==> src/rtl/cube_runner_pkg.sv <==
// Shared definitions for the cube runner: FSM encodings, move-code limits
// and move-code helpers used by the runner and its testbench.
package cube_runner_pkg;

  typedef enum logic [2:0] {
    RN_IDLE  = 3'd0,
    RN_FETCH = 3'd1,
    RN_ISSUE = 3'd2,
    RN_WAIT  = 3'd3,
    RN_DONE  = 3'd4
  } rn_state_t;

  localparam logic [3:0] MV_NOP = 4'd0;
  localparam logic [3:0] MV_MAX = 4'd12;

  // Codes are 1+2*face+dir, so flipping the low bit of (code-1) swaps cw/ccw.
  function automatic logic [3:0] inv_move(input logic [3:0] c);
    if (c == MV_NOP) return MV_NOP;
    return ((c - 4'd1) ^ 4'd1) + 4'd1;
  endfunction

  function automatic logic is_legal(input logic [3:0] c);
    return c <= MV_MAX;
  endfunction

endpackage

==> src/rtl/cube_runner_move_fifo.sv <==
// DEPTH x 4-bit synchronous move FIFO with occupancy count and
// combinational head read.
module move_fifo #(
  parameter int DEPTH = 16
) (
  input  logic                     clk,
  input  logic                     rst_n,
  input  logic                     wr_en,
  input  logic [3:0]               wr_data,
  input  logic                     rd_en,
  output logic [3:0]               rd_data,
  output logic                     full,
  output logic                     empty,
  output logic [$clog2(DEPTH):0]   count
);

  localparam int AW = $clog2(DEPTH);
  localparam int CW = AW + 1;

  logic [3:0]    mem [DEPTH];
  logic [AW-1:0] wr_ptr;
  logic [AW-1:0] rd_ptr;
  logic          do_wr;
  logic          do_rd;

  assign full    = (count == CW'(DEPTH));
  assign empty   = (count == '0);
  assign do_wr   = wr_en && !full;
  assign do_rd   = rd_en && !empty;
  assign rd_data = mem[rd_ptr];

  always_ff @(posedge clk) begin
    if (do_wr) mem[wr_ptr] <= wr_data;
  end

  always_ff @(posedge clk or negedge rst_n) begin
    if (!rst_n) begin
      wr_ptr <= '0;
      rd_ptr <= '0;
      count  <= '0;
    end else begin
      if (do_wr) wr_ptr <= wr_ptr + AW'(1);
      if (do_rd) rd_ptr <= rd_ptr + AW'(1);
      case ({do_wr, do_rd})
        2'b10:   count <= count + CW'(1);
        2'b01:   count <= count - CW'(1);
        default: count <= count;
      endcase
    end
  end

endmodule

==> src/rtl/cube_runner.sv <==
// Cube runner: buffers moves, replays them through an external engine over
// req/ack, keeps a ring-stack history for undo runs, checks against GOAL.
module cube_runner
  import cube_runner_pkg::*;
#(
  parameter int                  STATE_W = 120,
  parameter int                  DEPTH   = 16,
  parameter logic [STATE_W-1:0]  GOAL    = {STATE_W{1'b0}}
) (
  input  logic                    clk,
  input  logic                    rst_n,
  input  logic                    store,
  input  logic [STATE_W-1:0]      store_data,
  input  logic                    mv_valid,
  input  logic [3:0]              mv_code,
  output logic                    mv_ready,
  input  logic                    start,
  input  logic                    undo,
  output logic                    eng_req,
  output logic [3:0]              eng_step,
  output logic [STATE_W-1:0]      eng_state,
  input  logic                    eng_ack,
  input  logic [STATE_W-1:0]      eng_result,
  output logic                    busy,
  output logic                    done,
  output logic                    solved,
  output logic                    err,
  output logic [$clog2(DEPTH):0]  count,
  output logic [STATE_W-1:0]      q
);

  localparam int AW = $clog2(DEPTH);
  localparam int CW = AW + 1;

  function automatic logic [CW-1:0] sat_inc(input logic [CW-1:0] d);
    return (d == CW'(DEPTH)) ? d : d + CW'(1);
  endfunction

  rn_state_t     state;
  logic          undo_r;

  logic          push_acc;
  logic          fifo_wr;
  logic          fifo_rd;
  logic [3:0]    fifo_head;
  logic          fifo_full;
  logic          fifo_empty;

  logic [3:0]    hist [DEPTH];
  logic [AW-1:0] hist_top;
  logic [CW-1:0] hist_depth;
  logic          hist_empty;
  logic          hist_push;
  logic          hist_pop;
  logic          hist_clr;
  logic [3:0]    hist_push_code;
  logic [3:0]    hist_head;

  logic          fetch_avail;
  logic [3:0]    fetch_code;

  assign mv_ready  = !fifo_full && (state == RN_IDLE);
  assign push_acc  = mv_valid && mv_ready;
  assign fifo_wr   = push_acc && is_legal(mv_code);
  assign fifo_rd   = (state == RN_FETCH) && !undo_r && !fifo_empty;
  assign busy      = (state != RN_IDLE);
  assign eng_state = q;

  assign hist_empty  = (hist_depth == '0);
  assign hist_head   = hist[hist_top - AW'(1)];
  assign fetch_avail = undo_r ? !hist_empty : !fifo_empty;
  assign fetch_code  = undo_r ? inv_move(hist_head) : fifo_head;

  // Forward runs record nops at fetch and real moves once the engine acks.
  assign hist_push = !undo_r &&
                     (((state == RN_FETCH) && fetch_avail && (fetch_code == MV_NOP)) ||
                      ((state == RN_WAIT) && eng_ack));
  assign hist_push_code = (state == RN_WAIT) ? eng_step : MV_NOP;
  assign hist_pop       = undo_r && (state == RN_FETCH) && !hist_empty;
  assign hist_clr       = store && (state == RN_IDLE);

  move_fifo #(.DEPTH(DEPTH)) u_fifo (
    .clk     (clk),
    .rst_n   (rst_n),
    .wr_en   (fifo_wr),
    .wr_data (mv_code),
    .rd_en   (fifo_rd),
    .rd_data (fifo_head),
    .full    (fifo_full),
    .empty   (fifo_empty),
    .count   (count)
  );

  always_ff @(posedge clk) begin
    if (hist_push && !hist_clr) hist[hist_top] <= hist_push_code;
  end

  // Ring stack: when full, a push overwrites the oldest entry.
  always_ff @(posedge clk or negedge rst_n) begin
    if (!rst_n) begin
      hist_top   <= '0;
      hist_depth <= '0;
    end else if (hist_clr) begin
      hist_top   <= '0;
      hist_depth <= '0;
    end else if (hist_push) begin
      hist_top   <= hist_top + AW'(1);
      hist_depth <= sat_inc(hist_depth);
    end else if (hist_pop) begin
      hist_top   <= hist_top - AW'(1);
      hist_depth <= hist_depth - CW'(1);
    end
  end

  always_ff @(posedge clk or negedge rst_n) begin
    if (!rst_n) begin
      state    <= RN_IDLE;
      undo_r   <= 1'b0;
      eng_req  <= 1'b0;
      eng_step <= MV_NOP;
      done     <= 1'b0;
      solved   <= 1'b0;
      err      <= 1'b0;
      q        <= '0;
    end else begin
      done <= 1'b0;
      unique case (state)
        RN_IDLE: begin
          if (store) begin
            q      <= store_data;
            err    <= 1'b0;
            solved <= 1'b0;
          end else if (start) begin
            undo_r <= undo;
            solved <= 1'b0;
            state  <= RN_FETCH;
          end
          if (push_acc && !is_legal(mv_code)) err <= 1'b1;
        end
        RN_FETCH: begin
          if (!fetch_avail) begin
            solved <= (q == GOAL);
            done   <= 1'b1;
            state  <= RN_DONE;
          end else if (fetch_code != MV_NOP) begin
            eng_step <= fetch_code;
            eng_req  <= 1'b1;
            state    <= RN_ISSUE;
          end
        end
        RN_ISSUE: state <= RN_WAIT;
        RN_WAIT: begin
          if (eng_ack) begin
            q       <= eng_result;
            eng_req <= 1'b0;
            state   <= RN_FETCH;
          end
        end
        RN_DONE: state <= RN_IDLE;
        default: state <= RN_IDLE;
      endcase
    end
  end

endmodule
==> config.mk <==
export PLATFORM = sky130hd
export DESIGN_NAME = cube_runner
export DESIGN_NICKNAME = d
export VERILOG_FILES = /design/src/rtl/cube_runner_pkg.sv /design/src/rtl/cube_runner_move_fifo.sv /design/src/rtl/cube_runner.sv
export SDC_FILE = /design/constraint.sdc
export NUM_CORES = 1
export LEC_CHECK = 0
export CAP_MARGIN = 0
export CORE_MARGIN = 8
export CORE_UTILIZATION = 30
export DETAILED_ROUTE_END_ITERATION = 10
export GPL_TIMING_DRIVEN = 0
export PLACE_DENSITY_LB_ADDON = 0.25
export SETUP_SLACK_MARGIN = 0.5
export SYNTH_ARGS = -nofsm -noshare
export SYNTH_HDL_FRONTEND = slang
export SYNTH_SLANG_ARGS = --single-unit
==> constraint.sdc <==
create_clock -name clk -period 13.6 [get_ports clk]
set_input_delay 2.72 -clock clk [delete_from_list [all_inputs] [get_ports clk]]
set_output_delay 2.72 -clock clk [all_outputs]
set_load 0.005 [all_outputs]
==> reports/metrics.cfg <==
[synthesis]
ys_seq_elements = 282
synthCells = 1180
yosys_warnings = 0
avgSynthCellArea_sq_um = 11.8
synth_cell_type_count = 56
synth-edff-count = 128
synth_area_sq_mm = 0.0139
ys_seq_area_frac = 0.553
synth_fp_nets = 1454
synth_flop_cell = dfrtp_1
synth_async_sr_flop_share = 0.546

[layout]
stdcell_count = 2366
layout_commonest_cell = clkdlybuf4s50_1
area_growth_syn_to_layout_pct = 50.4
nets = 1996
final_util = 0.454
mostFrequentLayoutCells = 504 x clkdlybuf4s50_1, 154 x dfrtp_1, 144 x nand2_1, 142 x mux2i_1, 131 x o21ai_0
final_area_sq_mm = 0.0209
final_layout_size_suffix_gt1_frac = 0.124

[worst_setup_path]
worstSetupStartpoint = hist_top[0]
required_ps = 14010
startpoint_type = register
path_buf_inv = 7
crit_end = hist_depth[4]
path_class = reg2reg
rrSetupSlack_ps = 7000
r2r_start = hist_top[0]
critPathTopFamily = buffers and inverters
arrival_ps = 7000
crit_path_end_kind = register
slowest_delay_ps = 630
cp.depth = 23
cp_max_fo = 12
rr_endpoint = hist_depth[4]
path_cells = clkbuf_1 -> inv_1 -> ha_1 -> clkbuf_1 -> buf_2 -> inv_1 -> mux4_2 -> mux2_2 -> a21oi_1 -> ha_1 -> nor2b_1 -> a22o_1 -> a311oi_1 -> a211oi_2 -> a31o_1 -> buf_6 -> inv_4 -> fa_1 -> a21o_1 -> a21oi_1 -> nand2_1 -> o21a_1 -> o311ai_1
critPathSlowestCell = clkbuf_1
r2r_cells = 23

[sta]
skew_ps = 21.9
setup_viol = 0
hold_viol_final = 0
slew_headroom = 0.205
slew_viol_final = 0
rsz0062_at_grt = no
tightest_slew_ps = 1190
period_share = 0.485
min_period_ps = 6600
max_freq_mhz = 152
fin_setup_tns_ps = 0
hold_ws_ps = 526

[place]
dp.cells = 2293
place.gp.congestion = 0.882
numPortBuffers = 505
place_area_sq_mm = 0.0198
place_hpwl_mm = 43.5

[routing]
drt-pass1-iter-count = 5
vias = 11100
wl_per_cell_um = 22.9
finalWirelength_mm = 54.1
via_per_inst = 4.71
ant_nets = 0
remaining_drc_errors = 0
drt_iter0_drc = 680

[grt]
grt_pass1_wl_mm = 77.5
grt_pass1_vias = 11600
grt_start_max_net_pins = 87
gr-usage-all-layers = 0.192
antenna_found_initial = 20
overflow = 0

[floorplan]
core_sq_mm = 0.0462
ios = 506
start_util = 0.302
die_x_um = 231
core.rowCount = 79
die-area_sq_mm = 0.0536
die_h_um = 231

[clock_tree]
cts_sinks = 282
holdBufCountCts = 0
cts_setup_buffers = 0
cts_buffer_depth = 3
cts.clk_slew.worst_paths_ps = 60
h-tree-depth = 2
clk_latency_ps = 520
cts_root_buffer = clkbuf_16
cts_tree = yes
cts_buffers = 34
cts-resized-gates = 0

[hold_path]
hold_path_class = reg2reg

[flow_run]
drv_cap = 0

[power_and_ir_drop]
vdd_ir_drop_max_uv = 135
leakage_nw = 8.76
power.density_mw_per_mm2 = 240

[outcome]
outcome = complete, no violations

==> per-stage QoR <==
step                      worst slack [ps]  power, mW
final                                 7000       5.02
after global routing                  6460       5.36
after CTS                             6920       5.08
after detailed placement              6940       4.14
after global placement                3180       4.09
after floorplan                       8280       2.77
==> logic make-up after synthesis <==
group,after synthesis,share of synthesized area
buf+inv,205,0.0893
mux,179,0.155
fa+ha+maj,23,0.0217
compound gates,184,0.0735
simple gates,290,0.0977
flops,282,0.553
xor+xnor,17,0.0107
==> worst min-delay path by stage <==
| stage | start | to | slack (ps) | cells past startpoint |
|---|---|---|---|---|
| floorplan | err | err | 470 | 2 |
| global placement | err | err | 490 | 2 |
| detailed placement | err | err | 520 | 2 |
| CTS | state[2] | state[0] | 530 | 1 |
| global route | state[2] | state[0] | 560 | 1 |
| finish | err | err | 530 | 2 |
==> Yosys cell counts, types with 3 or more instances <==
| master | count | area share |
|---|---|---|
| a211oi_1 | 5 | 0.0027 |
| a21o_1 | 4 | 0.0022 |
| a21oi_1 | 18 | 0.0065 |
| a22oi_1 | 3 | 0.0016 |
| and2_1 | 13 | 0.0058 |
| and3_1 | 10 | 0.0045 |
| buf_1 | 9 | 0.0024 |
| buf_4 | 121 | 0.065 |
| clkbuf_1 | 45 | 0.012 |
| dfrtp_1 | 154 | 0.28 |
| edfxtp_1 | 128 | 0.28 |
| ha_1 | 21 | 0.019 |
| inv_1 | 24 | 0.0065 |
| mux2_2 | 10 | 0.0081 |
| mux2i_1 | 142 | 0.10 |
| mux4_1 | 3 | 0.0057 |
| mux4_2 | 24 | 0.039 |
| nand2_1 | 144 | 0.039 |
| nand3_1 | 15 | 0.0054 |
| nand4_1 | 12 | 0.0054 |
| nand4b_1 | 3 | 0.0019 |
| nor2_1 | 33 | 0.0089 |
| nor2b_1 | 5 | 0.0022 |
| nor3_1 | 8 | 0.0029 |
| nor4_1 | 36 | 0.016 |
| o211ai_1 | 3 | 0.0016 |
| o21ai_0 | 131 | 0.047 |
| o31ai_1 | 3 | 0.0016 |
| xnor2_1 | 10 | 0.0063 |
| xor2_1 | 7 | 0.0044 |
==> state kept, by name (all words and copies together), names as in the netlist <==
register and cells:
eng_step 4, done 1, eng_req 1, eng_state 120, solved 1, u_fifo.mem 64, err 1, hist_depth 5
u_fifo.count 5, undo_r 1, hist_top 4, hist 64, state 3, u_fifo.rd_ptr 4, u_fifo.wr_ptr 4
==> power breakdown <==
| part | total [mW] | switching (mW) | internal, mW |
|---|---|---|---|
| logic | 2.63 | 1.19 | 1.43 |
| registers | 1.48 | 0.323 | 1.15 |
| clock network | 0.922 | 0.354 | 0.568 |
| total | 5.02 | 1.87 | 3.15 |
==> routing by layer <==
layer | share of wire | GRT usage
met1 | 0.40 | 0.234
met2 | 0.49 | 0.324
met3 | 0.090 | 0.0654
met4 | 0.013 | 0.0445
met5 | 0.0017 | 0
==> worst reg2reg max path: stages, from the launching register on <==
cell and delay, ps:
dfrtp_1 380, clkbuf_1 630, inv_1 230, ha_1 340, clkbuf_1 410, buf_2 380, inv_1 180, mux4_2 450
mux2_2 270, a21oi_1 380, ha_1 350, nor2b_1 130, a22o_1 150, a311oi_1 70, a211oi_2 340, a31o_1 220
buf_6 140, inv_4 80, fa_1 400, a21o_1 190, a21oi_1 260, nand2_1 120, o21a_1 150, o311ai_1 230
==> cell type report <==
cell class,instances,area (sq um)
diodes,14,35.0
plain buffers,179,1140
clock buffers,42,901
clock inverters,17,233
fillers,4290,25200
inverters,26,100
multi-input cells,693,4990
flip-flops and latches,282,7700
well taps,607,759
repair buffers,506,5090
No activity file was read; power rests on OpenSTA's default activity.
